--- src/rtl/operand_fetch_pkg.sv ---
`default_nettype none
// ============================================================================
// Module      : operand_fetch_pkg
// Description : Shared register-address / operand types for the register
//               file and operand fetch stage.
// Revision    : 1.0 - initial release
// ============================================================================
package operand_fetch_pkg;

    localparam int REG_NUM_DEF    = 32;
    localparam int DATA_WIDTH_DEF = 64;
    localparam int AW             = $clog2(REG_NUM_DEF);

    typedef logic [AW-1:0]             reg_addr_t;
    typedef logic [DATA_WIDTH_DEF-1:0] operand_t;

endpackage : operand_fetch_pkg
`default_nettype wire

--- src/rtl/reg_scoreboard.sv ---
`default_nettype none
// ============================================================================
// Module      : reg_scoreboard
// Description : Per-register busy bits with set/clear/flush and popcount.
// Revision    : 1.0 - initial release
// ============================================================================
module reg_scoreboard
    import operand_fetch_pkg::*;
#(
    parameter int REG_NUM = REG_NUM_DEF,
    localparam int RAW    = $clog2(REG_NUM),
    localparam int CW     = RAW + 1
) (
    input  logic               clk,
    input  logic               rst,
    input  logic               set_valid_i,
    input  logic [RAW-1:0]     set_addr_i,
    input  logic               clr_valid_i,
    input  logic [RAW-1:0]     clr_addr_i,
    input  logic               flush_i,
    output logic [REG_NUM-1:0] busy_o,
    output logic [CW-1:0]      busy_cnt_o
);

    logic [REG_NUM-1:0] busy_q;
    logic [REG_NUM-1:0] busy_d;
    logic [CW-1:0]      cnt_w;

    // Set is applied after clear so a same-cycle set/clear leaves the bit set.
    always_comb begin
        busy_d = busy_q;
        if (clr_valid_i) begin
            busy_d[clr_addr_i] = 1'b0;
        end
        if (set_valid_i) begin
            busy_d[set_addr_i] = 1'b1;
        end
        busy_d[0] = 1'b0;
        if (flush_i) begin
            busy_d = '0;
        end
    end

    always_ff @(posedge clk or posedge rst) begin
        if (rst) begin
            busy_q <= '0;
        end else begin
            busy_q <= busy_d;
        end
    end

    always_comb begin
        cnt_w = '0;
        for (int i = 0; i < REG_NUM; i++) begin
            cnt_w = cnt_w + CW'(busy_q[i]);
        end
    end

    assign busy_o     = busy_q;
    assign busy_cnt_o = cnt_w;

endmodule : reg_scoreboard
`default_nettype wire

--- src/rtl/operand_fetch.sv ---
`default_nettype none
// ============================================================================
// Module      : operand_fetch
// Description : Issue stage: hazard check, writeback bypass, 1-cycle stage reg.
// Revision    : 1.0 - initial release
// ============================================================================
module operand_fetch
    import operand_fetch_pkg::*;
#(
    parameter int REG_NUM    = REG_NUM_DEF,
    parameter int DATA_WIDTH = DATA_WIDTH_DEF,
    localparam int RAW       = $clog2(REG_NUM),
    localparam int DW        = DATA_WIDTH
) (
    input  logic                clk,
    input  logic                rst,
    input  logic                in_valid,
    output logic                in_ready,
    input  logic [RAW-1:0]      in_rs1,
    input  logic [RAW-1:0]      in_rs2,
    input  logic [RAW-1:0]      in_rd,
    input  logic                in_rd_wen,
    output logic [1:0][RAW-1:0] rf_raddr,
    input  logic [1:0][DW-1:0]  rf_rdata,
    input  logic                wb_valid,
    input  logic [RAW-1:0]      wb_addr,
    input  logic [DW-1:0]       wb_data,
    input  logic                flush,
    output logic                out_valid,
    input  logic                out_ready,
    output logic [DW-1:0]       out_rs1_data,
    output logic [DW-1:0]       out_rs2_data,
    output logic [RAW-1:0]      out_rd,
    output logic                out_rd_wen,
    output logic [RAW:0]        busy_cnt
);

    logic [REG_NUM-1:0]   busy_w;
    logic [1:0][RAW-1:0]  rs_w;
    logic [1:0][DW-1:0]   op_w;
    logic                 src_haz_w;
    logic                 waw_haz_w;
    logic                 accept_w;
    logic                 sb_set_w;
    logic                 sb_clr_w;

    logic                 out_valid_q;
    logic                 out_valid_d;
    logic [DW-1:0]        rs1_data_q;
    logic [DW-1:0]        rs2_data_q;
    logic [RAW-1:0]       rd_q;
    logic                 rd_wen_q;

    assign rs_w[0]  = in_rs1;
    assign rs_w[1]  = in_rs2;
    assign rf_raddr = rs_w;

    // A writeback to a busy source resolves the hazard via the bypass path.
    always_comb begin
        src_haz_w = 1'b0;
        op_w      = '0;
        for (int n = 0; n < 2; n++) begin
            if (rs_w[n] != '0) begin
                if (wb_valid && (wb_addr == rs_w[n])) begin
                    op_w[n] = wb_data;
                end else begin
                    op_w[n] = rf_rdata[n];
                    if (busy_w[rs_w[n]]) begin
                        src_haz_w = 1'b1;
                    end
                end
            end
        end
    end

    assign waw_haz_w = in_rd_wen && (in_rd != '0) && busy_w[in_rd]
                       && !(wb_valid && (wb_addr == in_rd));

    assign in_ready  = !rst && !flush && !src_haz_w && !waw_haz_w
                       && (!out_valid_q || out_ready);
    assign accept_w  = in_valid && in_ready;

    assign sb_set_w  = accept_w && in_rd_wen && (in_rd != '0);
    assign sb_clr_w  = wb_valid && (wb_addr != '0);

    reg_scoreboard #(
        .REG_NUM (REG_NUM)
    ) u_scoreboard (
        .clk         (clk),
        .rst         (rst),
        .set_valid_i (sb_set_w),
        .set_addr_i  (in_rd),
        .clr_valid_i (sb_clr_w),
        .clr_addr_i  (wb_addr),
        .flush_i     (flush),
        .busy_o      (busy_w),
        .busy_cnt_o  (busy_cnt)
    );

    always_comb begin
        out_valid_d = out_valid_q;
        if (flush) begin
            out_valid_d = 1'b0;
        end else if (accept_w) begin
            out_valid_d = 1'b1;
        end else if (out_ready) begin
            out_valid_d = 1'b0;
        end
    end

    always_ff @(posedge clk or posedge rst) begin
        if (rst) begin
            out_valid_q <= 1'b0;
            rs1_data_q  <= '0;
            rs2_data_q  <= '0;
            rd_q        <= '0;
            rd_wen_q    <= 1'b0;
        end else begin
            out_valid_q <= out_valid_d;
            if (accept_w) begin
                rs1_data_q <= op_w[0];
                rs2_data_q <= op_w[1];
                rd_q       <= in_rd;
                rd_wen_q   <= in_rd_wen;
            end
        end
    end

    assign out_valid    = out_valid_q;
    assign out_rs1_data = rs1_data_q;
    assign out_rs2_data = rs2_data_q;
    assign out_rd       = rd_q;
    assign out_rd_wen   = rd_wen_q;

endmodule : operand_fetch
`default_nettype wire

--- config.mk ---
export PLATFORM = sky130hd
export DESIGN_NAME = operand_fetch
export DESIGN_NICKNAME = d
export VERILOG_FILES = /design/src/rtl/operand_fetch_pkg.sv /design/src/rtl/reg_scoreboard.sv /design/src/rtl/operand_fetch.sv
export SDC_FILE = /design/constraint.sdc
export NUM_CORES = 1
export LEC_CHECK = 0
export BUFFER_PORTS_ARGS = -buffer_cell sky130_fd_sc_hd__buf_2
export CAP_MARGIN = 10
export CORE_AREA = 2 2 144 146
export DETAILED_ROUTE_END_ITERATION = 7
export DIE_AREA = 0 0 146 148
export PLACE_DENSITY = 0.82
export RECOVER_POWER = 25
export SLEW_MARGIN = 20
export SYNTH_ARGS = -nofsm -noshare
export SYNTH_HDL_FRONTEND = slang
export SYNTH_SLANG_ARGS = --single-unit
--- constraint.sdc ---
create_clock -name clk -period 14.12 [get_ports clk]
set_input_delay 2.824 -clock clk [delete_from_list [all_inputs] [get_ports clk]]
set_output_delay 2.824 -clock clk [all_outputs]
set_load 0.01 [all_outputs]
==> impl_metrics.env <==
export IMPL_rsz0062_at_grt="no"
export IMPL_ir_drop_uv=83.60
export IMPL_cts_post_setup_buffers_inserted=0
export IMPL_grt_pass1_vias=8549
export IMPL_drtAntennaViolNets=0
export IMPL_hold_buffers=0
export IMPL_cp_num_buf_inv=7
export IMPL_fin_crit_sh_pct=58.08
export IMPL_clk_latency_ns=0.43
export IMPL_cts_tree="done"
export IMPL_rrSetupSlack_ns=10.32
export IMPL_critPathArrivalTime_ns=5.38
export IMPL_startpoint="u_scoreboard.busy_o[1]"
export IMPL_port_buffers=370
export IMPL_synthFlopType="dfrtp_1"
export IMPL_fin_skew_ns=0.02002
export IMPL_nFillCells=1614
export IMPL_synthCells=819
export IMPL_hold_class="reg2reg"
export IMPL_start_util_pct=51.03
export IMPL_drc_errors=0
export IMPL_cts_buffer_depth=2
export IMPL_max_cap_violations=1
export IMPL_cpPeakStageDelay_ns=0.53
export IMPL_min_period_ns=8.201
export IMPL_place_congestion=0.9333
export IMPL_slew_headroom_pct=-161.8
export IMPL_slowest_stage="fa_1"
export IMPL_dpl_instance_area_um2=12050
export IMPL_antenna_found_initial=11
export IMPL_cp_start_kind="flip-flop"
export IMPL_finalSetupViolations=0
export IMPL_cts_sinks=166
export IMPL_p_leak_nw=6.332
export IMPL_top_layer="met5"
export IMPL_core_area_um2=20040
export IMPL_hold_viol=0
export IMPL_track_usage_pct=31.13
export IMPL_die_y_um=148
export IMPL_ys_seq_elements=166
export IMPL_crit_chain="inv_1 > fa_1 > inv_1 > fa_1 > fa_1 > fa_1 > fa_1 > inv_1 > fa_1 > inv_1 > fa_1 > inv_1 > fa_1 > inv_1 > a21o_1 > a21oi_1 > xnor2_1 > buf_2"
export IMPL_dp_hpwl_um=25230
export IMPL_crit_top_cell="fa_1"
export IMPL_routed_wl_um=34270
export IMPL_cp_end_kind="output port"
export IMPL_synth_async_sr_flop_share_pct=100.0
export IMPL_setup_worst_path_end="busy_cnt[4]"
export IMPL_cts_clk_slew_worst_paths_ns=0.07
export IMPL_drt_iter0_drc=653
export IMPL_dr_pass1_iters=5
export IMPL_synth_cell_type_count=50
export IMPL_met2_length_um=16140
export IMPL_rows=52
export IMPL_tightest_slew_ns=3.906
export IMPL_htreeDepth=4
export IMPL_path_class="reg2out"
export IMPL_wl_met1_um=13970
export IMPL_num_vias=8623
export IMPL_r2r_cells=9
export IMPL_synthesis_area_um2=10230
export IMPL_nets=1382
export IMPL_routedWlPerCell_um=24.08
export IMPL_dieArea_um2=21610
export IMPL_synth_nets=1068
export IMPL_ys_warn_count=0
export IMPL_yosysSeqAreaShare_pct=40.62
export IMPL_grt_ovfl_total=0
export IMPL_route_met3_wl_um=3185
export IMPL_reg2reg_to="out_rs2_data[45]"
export IMPL_r2r_start="u_scoreboard.busy_o[11]"
export IMPL_max_freq_mhz=121.9
export IMPL_avgSynthCellArea_um2=12.49
export IMPL_outcome="finished, violations left"
export IMPL_cp_required_ns=11.30
export IMPL_p_per_area_nw_per_um2=132.2
export IMPL_die_w_um=146
export IMPL_fin_setup_tns_ns=0
export IMPL_cts_resized=0
export IMPL_clockRootBuffer="clkbuf_16"
export IMPL_cts_made_buffers=17
export IMPL_io_pins=371
export IMPL_synth_edff_count=0
export IMPL_drv_slew=87
export IMPL_violations="capacitance limit, slew limit"
export IMPL_fin_area_um2=12610
export IMPL_grt_max_degree=87
export IMPL_grt_pass1_wl_um=51560
export IMPL_layout_drive_gt1_share_pct=45.99
export IMPL_crit_cells=18
export IMPL_crit_family="adder cells"
export IMPL_viasPerCell=6.060
export IMPL_crit_path_max_fanout=4
export IMPL_areaGrowthSynthToFinish_pct=23.34
[power by group]
| group | switching (W) | internal, W |
|---|---|---|
| clock | 0.000222 | 0.000242 |
| sequential | 0.0000772 | 0.000604 |
| combinational | 0.000246 | 0.000276 |
[layout by cell type, fill, tap and decap left out, drive strengths merged, types with 7 or more instances in the layout]
cell type / instances
ha: 7
fa: 23
inv: 39
nor2: 8
nand2: 17
dfrtp: 166
diode: 7
nor3b: 8
mux2: 136
o31ai: 31
mux2i: 22
o21ai: 15
a21oi: 7
clkbuf: 55
mux4: 14
a22o: 129
nand3b: 21
nor2b: 17
nand3: 10
clkinv: 8
a211o: 8
xor2: 12
buf: 341
[area by class of cell]
cell class | instances | area, um2 | area share [%]
Antenna cell | 7 | 17.52 | 0.1389
Clock buffer | 18 | 439.2 | 3.482
Clock inverter | 14 | 155.1 | 1.230
Inverter | 34 | 128.9 | 1.022
Multi-Input combinational cell | 536 | 5512 | 43.70
Sequential cell | 166 | 4154 | 32.93
Tap cell | 270 | 337.8 | 2.678
Timing Repair Buffer | 378 | 1869 | 14.82
[synth_stat cells, drive strengths merged, types with 6 or more instances]
cell | number | area [um2]
nand3 | 10 | 50.05
nor2 | 8 | 30.03
dfrtp | 166 | 4154
mux4 | 14 | 315.3
xnor2 | 6 | 52.55
o21ai | 15 | 75.07
o31ai | 31 | 232.7
xor2 | 12 | 105.1
a22o | 129 | 1130
nand2 | 17 | 63.81
ha | 7 | 87.58
mux2 | 136 | 1907
nand3b | 21 | 157.7
nor3b | 8 | 60.06
fa | 23 | 460.4
nor2b | 17 | 106.4
a21oi | 7 | 35.03
inv | 34 | 127.6
buf | 38 | 289.0
mux2i | 22 | 220.2
a211o | 8 | 70.07
clkbuf | 45 | 168.9
[logic make-up after synthesis]
logic type | after synthesis | share of synthesized area, %
AO/OA/AOI/OAI | 205 | 16.31
XOR/XNOR | 18 | 1.542
adder cells (fa/ha/maj) | 30 | 5.359
buffers and inverters | 117 | 5.726
flip-flops | 166 | 40.62
multiplexers | 172 | 23.88
AND/OR/NAND/NOR | 111 | 6.558
[routing by layer]
| layer | up-vias | GRT usage [%] |
|---|---|---|
| li1 | 3690 | - |
| met1 | 4340 | 41.43 |
| met2 | 506 | 49.58 |
| met3 | 81 | 9.228 |
| met4 | 6 | 9.466 |
| met5 | - | 0 |
[per-stage QoR]
stage,hold WS [ns],total power [W],util (%),std cells,setup slack [ns]
global placement,0.4706,0.001199,60.12,1384,6.435
finish,0.4977,0.001667,62.94,1423,5.919
floorplan,0.5344,0.0009777,-,819,6.657
global route,0.5158,0.001736,62.89,1419,5.640
CTS,0.4975,0.001680,63.09,1416,5.890
detailed placement,0.4790,0.001212,60.12,1384,6.366
[worst min path at each step]
stage	start	endpoint	depth (start not counted)
floorplan	out_rs1_data[10]	out_rs1_data[10]	1
global placement	out_rs1_data[12]	out_rs1_data[12]	1
detailed placement	out_rs1_data[12]	out_rs1_data[12]	1
CTS	out_rs1_data[10]	out_rs1_data[10]	1
global route	out_rs1_data[12]	out_rs1_data[12]	1
finish	out_rs1_data[7]	out_rs1_data[7]	1
[registers in the layout, summed over array words and instances, names as in the netlist]
signal,count
out_rs1_data,64
out_rs2_data,64
u_scoreboard.busy_o,31
out_rd,5
out_rd_wen,1
out_valid,1
Note: power is estimated with default switching activity, not from simulation.
